**config.mk**
```make
export PLATFORM = sky130hd
export DESIGN_NAME = gray_ptr_decoder
export DESIGN_NICKNAME = d
export VERILOG_FILES = /design/src/rtl/gray_ptr_decoder.sv
export SDC_FILE = /design/constraint.sdc
export NUM_CORES = 1
export LEC_CHECK = 0
export CELL_PAD_IN_SITES_DETAIL_PLACEMENT = 0
export CELL_PAD_IN_SITES_GLOBAL_PLACEMENT = 1
export CORE_MARGIN = 2
export CORE_UTILIZATION = 35
export CTS_BUF_LIST = sky130_fd_sc_hd__clkbuf_16
export DETAILED_ROUTE_END_ITERATION = 6
export PLACE_DENSITY_LB_ADDON = 0.12
export REMOVE_ABC_BUFFERS = 1
export SETUP_SLACK_MARGIN = 0.02
export SKIP_CTS_REPAIR_TIMING = 1
export SLEW_MARGIN = 30
export SYNTH_ARGS = -nofsm -noshare
export SYNTH_HDL_FRONTEND = slang
export SYNTH_SLANG_ARGS = --single-unit
```
**constraint.sdc**
```tcl
create_clock -name clk -period 3.4 [get_ports clk]
set_input_delay 0.85 -clock clk [delete_from_list [all_inputs] [get_ports clk]]
set_output_delay 0.85 -clock clk [all_outputs]
set_load 0.02 [all_outputs]
```
**src/rtl/gray_ptr_decoder.sv**
```systemverilog
// Registered Gray-to-binary receiver with synchronizer, step classification and
// saturating error counter. Define GRAY_DEC_DIR_EN to generate up/down/wrap pulses.
module gray_ptr_decoder #(
    parameter int WIDTH       = 4,
    parameter int SYNC_STAGES = 2
) (
    input  logic             clk,
    input  logic             rst_n,
    input  logic [WIDTH-1:0] gray_in,
    input  logic             clr_err,
    output logic [WIDTH-1:0] bin_out,
    output logic             bin_valid,
    output logic             up,
    output logic             down,
    output logic             wrap,
    output logic             err,
    output logic [7:0]       err_cnt
);

    localparam int CW = $clog2(SYNC_STAGES + 1);
    localparam logic [CW-1:0]    ACQ_LAST = CW'(SYNC_STAGES);
    localparam logic [CW-1:0]    CNT_ONE  = {{(CW-1){1'b0}}, 1'b1};
    localparam logic [CW-1:0]    CNT_ZERO = {CW{1'b0}};
    localparam logic [WIDTH-1:0] ZERO     = {WIDTH{1'b0}};
    localparam logic [WIDTH-1:0] ONE      = {{(WIDTH-1){1'b0}}, 1'b1};
    localparam logic [WIDTH-1:0] ALL1     = {WIDTH{1'b1}};

    typedef enum logic {
        ST_ACQ   = 1'b0,
        ST_TRACK = 1'b1
    } state_t;

    function automatic logic [WIDTH-1:0] gray2bin(input logic [WIDTH-1:0] g);
        logic [WIDTH-1:0] b;
        b[WIDTH-1] = g[WIDTH-1];
        for (int i = WIDTH - 2; i >= 0; i--) begin
            b[i] = b[i+1] ^ g[i];
        end
        return b;
    endfunction

    state_t                             state_r, state_nxt_s;
    logic [SYNC_STAGES-1:0][WIDTH-1:0]  sync_r;
    logic [CW-1:0]                      acq_cnt_r, acq_cnt_nxt_s;
    logic [WIDTH-1:0]                   g_s, b_s, d_s;
    logic [WIDTH-1:0]                   bin_r, bin_nxt_s;
    logic                               valid_r, valid_nxt_s;
    logic                               err_r, err_nxt_s;
    logic [7:0]                         err_cnt_r, err_cnt_nxt_s;

    assign g_s = sync_r[SYNC_STAGES-1];
    assign b_s = gray2bin(g_s);
    assign d_s = b_s - bin_r;

    // Synchronizer chain on the asynchronous Gray bus
    always_ff @(posedge clk or negedge rst_n) begin
        if (!rst_n) begin
            sync_r <= '{default: {WIDTH{1'b0}}};
        end else begin
            sync_r[0] <= gray_in;
            for (int i = 1; i < SYNC_STAGES; i++) begin
                sync_r[i] <= sync_r[i-1];
            end
        end
    end

    // Next-state and accepted-value logic; only TRACK classifies steps
    always_comb begin
        state_nxt_s   = state_r;
        acq_cnt_nxt_s = acq_cnt_r;
        bin_nxt_s     = bin_r;
        valid_nxt_s   = valid_r;
        err_nxt_s     = 1'b0;
        case (state_r)
            ST_ACQ: begin
                if (acq_cnt_r == ACQ_LAST) begin
                    bin_nxt_s     = b_s;
                    valid_nxt_s   = 1'b1;
                    acq_cnt_nxt_s = CNT_ZERO;
                    state_nxt_s   = ST_TRACK;
                end else begin
                    acq_cnt_nxt_s = acq_cnt_r + CNT_ONE;
                end
            end
            ST_TRACK: begin
                bin_nxt_s = b_s;
                err_nxt_s = !((d_s == ZERO) || (d_s == ONE) || (d_s == ALL1));
            end
            default: begin
                state_nxt_s   = ST_ACQ;
                acq_cnt_nxt_s = CNT_ZERO;
            end
        endcase
    end

    // Saturating error counter; a clear overrides a coincident increment
    always_comb begin
        if (clr_err) begin
            err_cnt_nxt_s = 8'd0;
        end else if (err_nxt_s && (err_cnt_r != 8'hFF)) begin
            err_cnt_nxt_s = err_cnt_r + 8'd1;
        end else begin
            err_cnt_nxt_s = err_cnt_r;
        end
    end

    // FSM state, accepted value and error registers
    always_ff @(posedge clk or negedge rst_n) begin
        if (!rst_n) begin
            state_r   <= ST_ACQ;
            acq_cnt_r <= CNT_ZERO;
            bin_r     <= ZERO;
            valid_r   <= 1'b0;
            err_r     <= 1'b0;
            err_cnt_r <= 8'd0;
        end else begin
            state_r   <= state_nxt_s;
            acq_cnt_r <= acq_cnt_nxt_s;
            bin_r     <= bin_nxt_s;
            valid_r   <= valid_nxt_s;
            err_r     <= err_nxt_s;
            err_cnt_r <= err_cnt_nxt_s;
        end
    end

`ifdef GRAY_DEC_DIR_EN
    logic up_r, down_r, wrap_r;
    logic up_nxt_s, down_nxt_s, wrap_nxt_s;

    // Direction classification; wrap marks crossing between all-ones and zero
    always_comb begin
        up_nxt_s   = 1'b0;
        down_nxt_s = 1'b0;
        wrap_nxt_s = 1'b0;
        if (state_r == ST_TRACK) begin
            up_nxt_s   = (d_s == ONE);
            down_nxt_s = (d_s == ALL1);
            wrap_nxt_s = (up_nxt_s && (bin_r == ALL1)) || (down_nxt_s && (bin_r == ZERO));
        end else begin
            up_nxt_s   = 1'b0;
            down_nxt_s = 1'b0;
            wrap_nxt_s = 1'b0;
        end
    end

    // Direction pulse registers
    always_ff @(posedge clk or negedge rst_n) begin
        if (!rst_n) begin
            up_r   <= 1'b0;
            down_r <= 1'b0;
            wrap_r <= 1'b0;
        end else begin
            up_r   <= up_nxt_s;
            down_r <= down_nxt_s;
            wrap_r <= wrap_nxt_s;
        end
    end

    assign up   = up_r;
    assign down = down_r;
    assign wrap = wrap_r;
`else
    assign up   = 1'b0;
    assign down = 1'b0;
    assign wrap = 1'b0;
`endif

    assign bin_out   = bin_r;
    assign bin_valid = valid_r;
    assign err       = err_r;
    assign err_cnt   = err_cnt_r;

endmodule
```
# Word-level counts from Yosys, hierarchy flattened
# Cells that the tools add are included.
# word_totals
out_inout_bits	17
regBits	25
wordCells	35
# classes
bitwise_logic	4
muxes	8
eq_ne	5
reduce_logical	7
n_addsub	3
# ops
cell	n
2-to-1 mux 8 bit	2
adder 8 x 1 -> 8 bit (second input constant)	1
!= test 8 bit (second input constant)	1
case mux 4 bit (2 select lines)	1
== test 4 x 1 -> 1 bit (second input constant)	1
== test 4 bit (second input constant)	1
logical NOT 4 bit	1
2-to-1 mux 4 bit	1
subtractor 4 bit	1
2-to-1 mux 1 bit	3
bitwise XOR 1 bit	3
adder 2 x 1 -> 2 bit (second input constant)	1
== test 2 bit (second input constant)	1
logical OR 1 bit	2
2-to-1 mux 2 bit	1
!= test 2 bit (second input constant)	1
AND reduction 2 bit	1
nonzero test 2 bit	1
logical AND 1 bit	1
logical NOT 1 bit	1
NOT 1 bit	1

# Depth between registers and ports, before layout
# depth
depth_word	12
depth_mapped	12
mapped_depth_nobuf	11

# Worst setup path before layout
# OpenSTA, ideal clock, no wires.
# synth_timing
path_type	reg2reg
from	register sync_r (netlist bit g_s[3])
to	register err_cnt_r[5], in the netlist err_cnt[5]
arrival_time_ns	3.172
setup_ns	0.078
path_stages_with_launch	13
path_buffers	1
path_slack_ns	0.150
required_ns	3.322
path_cell_list	dfrtp_1 > xor2_1 > xnor2_1 > xor2_1 > ha_1 > fa_1 > xor2_1 > and2_4 > or3b_1 > mux2_4 > buf_6 > or3_1 > a21oi_1
# synth_via
elab_chain_len	11
elab_cells_between_ends	13
cone_classes	add/sub: 1; eq/ne: 2; mux: 1; bitwise: 3; reduce/logical: 6
# synth_lines
item	line	rtl
start: declaration	43	logic [SYNC_STAGES-1:0][WIDTH-1:0] sync_r;
start signal: indexed assignment	62	sync_r[i] <= sync_r[i-1];
bitwise XOR 1 bit *	37	b[i] = b[i+1] ^ g[i];
via b_s[2]	45	logic [WIDTH-1:0] g_s, b_s, d_s;
bitwise XOR 1 bit (2 in a row)	37	
subtractor 4 bit *	53	assign d_s = b_s - bin_r;
== test 4 x 1 -> 1 bit / logical NOT 4 bit (equally long branches)	87	err_nxt_s = !((d_s == ZERO) || (d_s == ONE) || (d_s == ALL1));
logical OR 1 bit	87	
logical OR 1 bit *	87	
logical NOT 1 bit *	87	
2-to-1 mux 1 bit *	74	case (state_r)
logical AND 1 bit *	100	end else if (err_nxt_s && (err_cnt_r != 8'hFF)) begin
nonzero test 2 bit (no line) *	n/a	
end signal: assignment	122	err_cnt_r <= err_cnt_nxt_s;
end: declaration	49	logic [7:0] err_cnt_r, err_cnt_nxt_s;
# Mark *: on every way through the listed nets, which the timed path passes. The rest lies on a longest branch.
# A chain may end at the register's enable or synchronous reset.

# Final worst setup path
# layout_timing
from	register sync_r (netlist bit g_s[3])
to	register err_cnt_r[7], in the netlist err_cnt[7]
# The elaborated chain is that of the path after synthesis.

==> impl_metrics.json <==
{
  "cts_tree": "built",
  "n_antenna_cell": 0,
  "crit_fanout": 6,
  "fillCellCount": 329,
  "dr.pass1.iters": 3,
  "synth_top_area_share_pct": 52.69,
  "die-area_um2": 3874,
  "cts_buffers": 3,
  "critPathArrivalTime_ns": 3.39,
  "yosysSeqAreaShare_pct": 52.69,
  "die_h_um": 62.25,
  "vias": 820,
  "io_pins": 24,
  "die_w_um": 62.25,
  "cp-start-kind": "register",
  "worst_slack_ns": 0.1967,
  "clkTransAtPathRegs_ns": 0.07,
  "worstHoldStart": "sync_r[1]",
  "rrSetupSlack_ns": 0.20,
  "synth_top_cell_by_area": "dfrtp_1",
  "avgSynthCellArea_um2": 11.10,
  "wl_per_cell_um": 11.88,
  "hp-class": "register to register",
  "drtAntennaViolNets": 0,
  "initialDrtViolationCount": 24,
  "worstPathCellList": "xor2_1 -> xnor2_1 -> xor2_1 -> ha_2 -> fa_2 -> and2_4 -> or3b_4 -> mux2_4 -> or4_1 -> a21oi_1",
  "status": "completed",
  "crit_slowest_cell": "or4_1",
  "place_hpwl_um": 1455,
  "ys.flop_type": "dfrtp_1",
  "drc": 0,
  "wirelength_um": 2151,
  "grtUsageTotal_pct": 11.92,
  "portBuffers": 20,
  "fmax_mhz": 312.2,
  "rsz0062_at_grt": "true",
  "crit_type": "register to register",
  "nNetsFinal": 148,
  "grt_max_degree": 26,
  "clk_path_buf_depth": 2,
  "cpPeakStageDelay_ns": 0.47,
  "htree_num_levels": 1,
  "num_rows": 21,
  "drv_cap": 0,
  "synth_edf_count": 0,
  "fin_skew_ns": 0.004815,
  "start_util_pct": 36.15,
  "async_reset_ff_share_pct": 100.0,
  "synth_area_um2": 1187,
  "setup-tns-final_ns": 0,
  "netlist-cell-type-count": 32,
  "core_area_um2": 3284,
  "hold_viol": 0,
  "grt_pass1_wl_um": 3684,
  "ir_worst_vdd_uv": 291.5,
  "end_kind": "register",
  "root_buffer": "clkbuf_16",
  "synth.area.top_cells": "dfrtp_1 (53%), ha_1 (4.2%), xor2_1 (3.7%), a21oi_1 (3.4%), o21ai_0 (3.0%)",
  "antenna_found_initial": 0,
  "cts_sinks": 25,
  "setup_viol": 0,
  "grt_pass1_vias": 791,
  "worstSetupStartpoint": "g_s[3]",
  "p_leak_nw": 0.6893,
  "pre_cts_ws_ns": 0.1217,
  "clock_latency_ns": 0.26,
  "area_growth_pct": 29.82,
  "overflow": 0,
  "yosys_warnings": 0,
  "crit_required_ns": 3.58,
  "syn_inst": 107,
  "ys_ff_latch": 25,
  "via_per_inst": 4.530,
  "r2r-start": "g_s[3]",
  "finalCriticalPeriod_ns": 3.203,
  "cp_common_cell": "xor2_1",
  "fin_crit_sh_pct": 94.22,
  "p_per_area_nw_per_um2": 586.0,
  "drv_slew": 0,
  "place_congestion": 0.7637,
  "drive_above_1_share_pct": 15.56
}
==> cells in the mapped netlist (all sizes together) (2+ instances only) <==
cell type,count
nor2,6
a21o,2
or4,2
inv,7
ha,4
nor2b,2
mux2i,2
nand2,7
or3,4
a21oi,8
nor3,2
mux2,2
o21ai,7
or3b,2
buf,5
xnor2,2
nand3,4
xor2,5
dfrtp,25
==> kinds of logic (layout without fill, tap and decap cells) <==
| group | count (synthesis) | after routing | synth area share, % |
|---|---|---|---|
| compound gates | 19 | 19 | 8.957 |
| xor+xnor | 7 | 7 | 5.163 |
| fa+ha+maj | 5 | 5 | 5.901 |
| buf+inv | 13 | 38 | 8.114 |
| flops | 25 | 25 | 52.69 |
| mux | 4 | 5 | 3.898 |
| other cells | 1 | 3 | 0.3158 |
| simple gates | 33 | 33 | 14.96 |
==> stage by stage <==
stage / util (%) / cell area (um2) / power (mW) / std cells / hold slack, ns
final: 46.93 / 1541 / 0.9033 / 181 / 0.3486
after detailed placement: 42.78 / 1405 / 0.5964 / 172 / 0.3370
after global placement: 42.78 / 1405 / 0.5937 / 172 / 0.3332
after floorplan: - / 1125 / 0.5070 / 103 / 0.3312
after CTS: 45.22 / 1485 / 0.8616 / 176 / 0.3516
after global routing: 46.93 / 1541 / 0.9650 / 181 / 0.3608
==> cell usage in the layout, fill, tap and decap left out <==
cell,instances
clkdlybuf4s50_1,20
mux2i_1,2
o31ai_1,1
nor2_1,6
or2_2,1
xor2_1,5
nand4_1,1
or4_1,2
buf_4,7
ha_1,3
nand2_1,7
nor3_1,2
and2_4,1
or3b_4,1
nor2b_1,2
fa_2,1
ha_2,1
and3_1,1
or3_1,3
a21oi_1,7
or3b_1,1
o21ai_0,7
conb_1,3
xnor2_1,2
a21oi_2,1
dfrtp_1,25
a21o_1,2
or3_4,1
mux2_2,2
mux2_4,1
inv_1,7
clkinv_2,1
clkbuf_16,3
nand3_1,4
o41ai_1,1
==> area by class of cell <==
cell class	count	area (um2)	area share [%]
Clock buffer	3	75.07	4.870
Clock inverter	1	5.005	0.3247
Inverter	7	26.28	1.705
Multi-Input combinational cell	72	499.2	32.39
Sequential cell	25	625.6	40.58
Tap cell	46	57.56	3.734
Timing Repair Buffer	27	252.7	16.40
==> critical path, delay by kind of cell, from the launching register on <==
kind	cells	cell delay (ns)
fa+ha+maj	2	0.66
simple gates	3	1.01
compound gates	1	0.12
flops	1	0.40
xor+xnor	3	0.62
mux	1	0.31
==> registers in the layout, summed over array words and instances (netlist names) <==
signal     count
g_s            4
err_cnt        8
bin_valid      1
bin_out        4
acq_cnt_r      2
err            1
sync_r         4
state_r        1
==> per-layer routing <==
layer  track usage [%]  wire, um  vias up
li1                  -         -      414
met1             15.79      1058      393
met4             5.833        15        0
met3             2.536        64        2
met2             18.61      1013       11
met5                 0         0        -
==> report_power, final <==
group          internal [mW]  switching [mW]  total, mW
logic                  0.153           0.142      0.295
clock network          0.158           0.102      0.260
registers              0.324          0.0244      0.348
total                  0.635           0.268      0.903
==> final timing paths <==
kind / depth (start not counted) / end
worst max-delay path: 10 / err_cnt[7]
worst min-delay path: 0 / g_s[1]
worst max register to register: 10 / err_cnt[7]
worst min register to register: 0 / g_s[1]
max in group asynchronous: 2 / g_s[3]
min in group asynchronous: 2 / acq_cnt_r[0]
(Power assumes the default switching activity.)
